[src/rtl/pipe_hazard_ctrl.sv]
// Pipeline sequencing controller: load-use stalls, branch flushes and data-memory waits with timeout.
// Optional perf counters enabled by defining PIPE_HAZARD_CTRL_PERF_EN.
module pipe_hazard_ctrl #(
    parameter int unsigned REG_ADDR_WIDTH = 5,
    parameter int unsigned WAIT_TIMEOUT   = 16,
    parameter int unsigned CNT_WIDTH      = 16
) (
    input  logic                      clk,
    input  logic                      reset_n,
    input  logic [REG_ADDR_WIDTH-1:0] IF_ID_rs1,
    input  logic [REG_ADDR_WIDTH-1:0] IF_ID_rs2,
    input  logic                      IF_ID_uses_rs1,
    input  logic                      IF_ID_uses_rs2,
    input  logic [REG_ADDR_WIDTH-1:0] ID_EX_rd,
    input  logic                      ID_EX_mem_read,
    input  logic                      ex_branch_taken,
    input  logic                      dmem_req,
    input  logic                      dmem_ready,
    output logic                      pc_write_en,
    output logic                      IF_ID_write_en,
    output logic                      IF_ID_flush,
    output logic                      ctr_sel,
    output logic                      pipe_hold,
    output logic                      mem_timeout,
    output logic [1:0]                ctrl_state
`ifdef PIPE_HAZARD_CTRL_PERF_EN
    ,
    output logic [CNT_WIDTH-1:0]      perf_lu_stalls,
    output logic [CNT_WIDTH-1:0]      perf_flushes,
    output logic [CNT_WIDTH-1:0]      perf_mem_wait_cycles
`endif
);

    typedef enum logic [1:0] {
        ST_RUN      = 2'd0,
        ST_MEM_WAIT = 2'd1,
        ST_ERROR    = 2'd2
    } state_t;

    localparam logic [CNT_WIDTH-1:0] CNT_MAX      = '1;
    localparam logic [CNT_WIDTH-1:0] CNT_ONE      = CNT_WIDTH'(1);
    localparam logic [CNT_WIDTH-1:0] TIMEOUT_LAST = CNT_WIDTH'(WAIT_TIMEOUT - 1);

    state_t               state_q, state_d;
    logic [CNT_WIDTH-1:0] wait_q, wait_d;
    logic                 timeout_q, timeout_d;

    logic mem_busy;
    logic load_use;
    logic eval_hz;
    logic pc_c, ifid_we_c, flush_c, ctr_c, hold_c, lu_stall_c;

    assign mem_busy = dmem_req & ~dmem_ready;
    assign load_use = ID_EX_mem_read & (ID_EX_rd != '0) &
                      ((IF_ID_uses_rs1 & (IF_ID_rs1 == ID_EX_rd)) |
                       (IF_ID_uses_rs2 & (IF_ID_rs2 == ID_EX_rd)));

    // Next-state and same-cycle pipeline controls
    always_comb begin
        state_d    = state_q;
        wait_d     = wait_q;
        timeout_d  = timeout_q;
        pc_c       = 1'b1;
        ifid_we_c  = 1'b1;
        flush_c    = 1'b0;
        ctr_c      = 1'b1;
        hold_c     = 1'b0;
        lu_stall_c = 1'b0;
        eval_hz    = 1'b0;

        case (state_q)
            ST_RUN: begin
                if (mem_busy) begin
                    hold_c    = 1'b1;
                    pc_c      = 1'b0;
                    ifid_we_c = 1'b0;
                    state_d   = ST_MEM_WAIT;
                    wait_d    = CNT_ONE;
                end else begin
                    eval_hz = 1'b1;
                end
            end
            ST_MEM_WAIT: begin
                if (!dmem_ready) begin
                    hold_c    = 1'b1;
                    pc_c      = 1'b0;
                    ifid_we_c = 1'b0;
                    wait_d    = (wait_q == CNT_MAX) ? wait_q : wait_q + CNT_ONE;
                    if (wait_q == TIMEOUT_LAST) begin
                        state_d   = ST_ERROR;
                        timeout_d = 1'b1;
                    end
                end else begin
                    eval_hz = 1'b1;
                    state_d = ST_RUN;
                    wait_d  = '0;
                end
            end
            ST_ERROR: begin
                hold_c    = 1'b1;
                pc_c      = 1'b0;
                ifid_we_c = 1'b0;
                ctr_c     = 1'b0;
                timeout_d = 1'b1;
            end
            default: begin
                hold_c    = 1'b1;
                pc_c      = 1'b0;
                ifid_we_c = 1'b0;
                ctr_c     = 1'b0;
                state_d   = ST_RUN;
                wait_d    = '0;
            end
        endcase

        // A taken branch kills both younger instructions, so it overrides a load-use stall
        if (eval_hz) begin
            if (ex_branch_taken) begin
                flush_c = 1'b1;
                ctr_c   = 1'b0;
            end else if (load_use) begin
                pc_c       = 1'b0;
                ifid_we_c  = 1'b0;
                ctr_c      = 1'b0;
                lu_stall_c = 1'b1;
            end
        end
    end

    always_ff @(posedge clk or negedge reset_n) begin
        if (!reset_n) begin
            state_q   <= ST_RUN;
            wait_q    <= '0;
            timeout_q <= 1'b0;
        end else begin
            state_q   <= state_d;
            wait_q    <= wait_d;
            timeout_q <= timeout_d;
        end
    end

    // Controls are forced inactive while reset is asserted
    assign pc_write_en    = reset_n & pc_c;
    assign IF_ID_write_en = reset_n & ifid_we_c;
    assign IF_ID_flush    = reset_n & flush_c;
    assign ctr_sel        = reset_n & ctr_c;
    assign pipe_hold      = reset_n & hold_c;
    assign mem_timeout    = timeout_q;
    assign ctrl_state     = state_q;

`ifdef PIPE_HAZARD_CTRL_PERF_EN
    logic [CNT_WIDTH-1:0] perf_lu_q, perf_fl_q, perf_wt_q;

    // Saturating event counters
    always_ff @(posedge clk or negedge reset_n) begin
        if (!reset_n) begin
            perf_lu_q <= '0;
            perf_fl_q <= '0;
            perf_wt_q <= '0;
        end else begin
            if (lu_stall_c && perf_lu_q != CNT_MAX) perf_lu_q <= perf_lu_q + CNT_ONE;
            if (flush_c && perf_fl_q != CNT_MAX)    perf_fl_q <= perf_fl_q + CNT_ONE;
            if (hold_c && perf_wt_q != CNT_MAX)     perf_wt_q <= perf_wt_q + CNT_ONE;
        end
    end

    assign perf_lu_stalls       = perf_lu_q;
    assign perf_flushes         = perf_fl_q;
    assign perf_mem_wait_cycles = perf_wt_q;
`endif

endmodule

[config.mk]
export PLATFORM = sky130hd
export DESIGN_NAME = pipe_hazard_ctrl
export DESIGN_NICKNAME = d
export VERILOG_FILES = /design/src/rtl/pipe_hazard_ctrl.sv
export SDC_FILE = /design/constraint.sdc
export NUM_CORES = 1
export LEC_CHECK = 0
export BUFFER_PORTS_ARGS = -buffer_cell sky130_fd_sc_hd__buf_2
export CORE_UTILIZATION = 35
export CTS_CLUSTER_SIZE = 12
export DETAILED_ROUTE_END_ITERATION = 12
export PLACE_DENSITY = 0.59
export SYNTH_ARGS = -nofsm -noshare
export SYNTH_HDL_FRONTEND = slang
export SYNTH_SLANG_ARGS = --single-unit
[constraint.sdc]
create_clock -name clk -period 2.4 [get_ports clk]
set_input_delay 0.24 -clock clk [delete_from_list [all_inputs] [get_ports clk]]
set_output_delay 0.24 -clock clk [all_outputs]
set_load 0.02 [all_outputs]
==> impl_metrics.json <==
{
  "synth_ff_type": "dfrtp_1",
  "grt_pass1_wl_um": 5970,
  "coreArea_um2": 3720,
  "synthCells": 153,
  "crit_chain": "ha_1, and3_1, o211ai_1, or4_1, a21oi_1",
  "multiInputGateArea_um2": 821,
  "synthArstFlopShare": 1.00,
  "dr_wl_met3_um": 94,
  "antenna_found_initial": 0,
  "cp_slowest_stage_delay_ns": 0.54,
  "clk_pin_slew_worst_paths_ns": 0.07,
  "crit_required_ns": 2.57,
  "finalSetupTns_ns": 0,
  "worst_setup_path_end_kind": "flip-flop",
  "mostFrequentLayoutCells": "30 x buf_2, 19 x dfrtp_1, 14 x nor2_1",
  "cts-htree-levels": 1,
  "switching_share": 0.257,
  "die-area_um2": 4190,
  "ys_warn_count": 0,
  "antennaDiodeCount": 0,
  "routed_via_density": 5.53,
  "clock_latency_ns": 0.25,
  "holdPathEnd": "ctrl_state[0]",
  "cts_root_buf": "clkbuf_8",
  "antenna_left": 0,
  "area_delta_synth_final_pct": 17.9,
  "pwr-share-clk": 0.346,
  "numCtsBuffers": 3,
  "first_pass_iters": 4,
  "synth.distinct_cells": 45,
  "routed-via-count": 1282,
  "met1Wirelength_um": 1500,
  "rows": 22,
  "place.gp.congestion": 0.829,
  "wl_met2_um": 1630,
  "period_share": 0.826,
  "nNetsFinal": 209,
  "power_density_nw_per_um2": 403,
  "worstSetupPathType": "reg -> reg",
  "timing.max_cap.violations": 0,
  "drv_slew": 0,
  "whs_path_depth": 2,
  "p_int_w": 0.000487,
  "initialDrtViolationCount": 124,
  "synth_area_um2": 1380,
  "overflow": 0,
  "critPathLaunchType": "flip-flop",
  "path_max_fanout": 6,
  "portBuffers": 30,
  "start_util": 0.371,
  "rsz0062_at_grt": "false",
  "first_global_vias": 1327,
  "clock-sinks": 19,
  "avgSynthCellArea_um2": 9.01,
  "status": "finished clean",
  "highest_layer": "met4",
  "grtUsageTotal": 0.183,
  "irDropWorstVdd_uv": 187,
  "setup_viol": 0,
  "num_io_pins": 31,
  "cp_slowest_cell": "or4_1",
  "sequentialPowerShare": 0.524,
  "die_h_um": 64.8,
  "final_common_cell": "buf_2",
  "ys_ff_latch": 19,
  "hold_violations": 0,
  "fp.dieW_um": 64.8,
  "cts_tree": "built",
  "syn_nets": 177,
  "period_minus_slack_ns": 1.98,
  "synth_edf_count": 0,
  "synth-seq-area-share": 0.345,
  "finClkSkew_ns": 0.000627,
  "reg2reg_setup_slack_ns": 0.42,
  "max_freq_mhz": 504,
  "clock_path_buffers": 2,
  "hpwlAfterDp_um": 2590,
  "min_from": "dmem_ready",
  "p_sw_w": 0.000168,
  "p_leak_nw": 0.690,
  "n_fill_cell": 394,
  "p_comb_frac": 0.130,
  "ff_latch_area_um2": 475,
  "wl_um": 3310,
  "power_w": 0.000655,
  "crit-reg2reg-launch": "wait_q[0]",
  "drive_gt1_frac": 0.245,
  "r2r_cells": 5,
  "grt_max_degree": 17,
  "critPathArrivalTime_ns": 2.16,
  "wire_per_inst_um": 14.3,
  "drc": 0,
  "min_path_type": "in -> reg",
  "worst_pin_slew_ns": 0.648,
  "ctsResizeCount": 0,
  "cts_setup_buffers": 0,
  "slew_headroom": 0.566,
  "r2r_end": "wait_q[12]"
}
[final cells by class]
| cell class | count | area share |
|---|---|---|
| tap | 48 | 0.0370 |
| timing repair buffer | 34 | 0.112 |
| inverter | 11 | 0.0254 |
| clock buffer | 4 | 0.0277 |
| sequential | 19 | 0.293 |
| multi-input combinational | 116 | 0.505 |
[power by group through the flow]
stage | Combinational (W) | Clock, W | Sequential [W]
3_5_place_dp | 0.0000852 | 0 | 0.000349
6_report | 0.0000855 | 0.000227 | 0.000343
2_1_floorplan | 0.0000462 | 0 | 0.000345
4_1_cts | 0.0000869 | 0.000231 | 0.000343
3_3_place_gp | 0.0000813 | 0 | 0.000349
5_1_grt | 0.0000962 | 0.000242 | 0.000345
[Yosys cell counts, types with 2 or more instances]
library cell | n | area share
a211oi_1 | 3 | 0.016
buf_2 | 3 | 0.011
nor3_1 | 2 | 0.0073
dfrtp_1 | 19 | 0.34
nor4b_1 | 2 | 0.013
a221oi_1 | 2 | 0.013
a22o_1 | 2 | 0.013
nor2_1 | 14 | 0.038
and4_1 | 2 | 0.013
nand3_1 | 2 | 0.0073
o22ai_1 | 3 | 0.014
o211ai_1 | 3 | 0.016
o21ai_0 | 4 | 0.015
xnor2_1 | 10 | 0.064
nand4_1 | 9 | 0.041
or4_1 | 5 | 0.027
inv_1 | 11 | 0.030
mux2i_1 | 2 | 0.015
and3_1 | 3 | 0.014
o2bb2ai_1 | 2 | 0.013
a31oi_1 | 2 | 0.0091
a211o_1 | 2 | 0.013
o21a_1 | 2 | 0.011
buf_4 | 3 | 0.016
o31ai_1 | 3 | 0.016
nor3b_2 | 2 | 0.018
nor4_1 | 2 | 0.0091
nand2_1 | 9 | 0.024
a21oi_1 | 9 | 0.033
[registers in the layout, indices dropped and copies added (netlist names)]
| name | cells |
|---|---|
| wait_q | 16 |
| mem_timeout | 1 |
| ctrl_state | 2 |
[through the flow]
step	std cells	cell area, um2	hold slack (ns)	worst slack (ns)	util
4_1_cts	232	1630	0.285	0.454	0.437
2_1_floorplan	153	1380	-0.0556	0.531	-
5_1_grt	232	1630	0.310	0.279	0.437
3_5_place_dp	227	1570	0.0705	0.472	0.423
6_report	232	1630	0.284	0.418	0.437
3_3_place_gp	227	1570	0.0626	0.593	0.423
[worst max path at each step]
stage                      from          end  cells past startpoint
finish                wait_q[0]   wait_q[12]                      5
global route          wait_q[0]   wait_q[12]                      5
CTS                   wait_q[0]   wait_q[12]                      5
detailed placement    wait_q[0]   wait_q[12]                      5
global placement      wait_q[8]   wait_q[14]                      4
floorplan           ID_EX_rd[1]  pc_write_en                      5
[worst max-delay path, delay by kind of cell (launching register included)]
family | cells | cell delay (ns)
compound gates | 2 | 0.41
flops | 1 | 0.43
simple gates | 2 | 0.81
fa+ha+maj | 1 | 0.25
[repair_timing]
action / 4_1_cts / 5_1_grt
setup endpoints to repair: 0 / 0
hold buffers: 1 / 0
endpoints found under the hold margin: 3 / 0
[cells by family after synthesis]
kind of cell / synth area share
adder cells (fa/ha/maj): 0.00907
AO/OA/AOI/OAI: 0.214
AND/OR/NAND/NOR: 0.283
multiplexers: 0.0254
buffers and inverters: 0.0599
XOR/XNOR: 0.0635
flip-flops: 0.345
[metal layers]
layer	GRT usage	up-vias
li1	-	639
met1	0.232	604
met2	0.302	30
met3	0.0176	9
met4	0.0972	0
met5	0	-
Power figures use the tool's default switching activity.
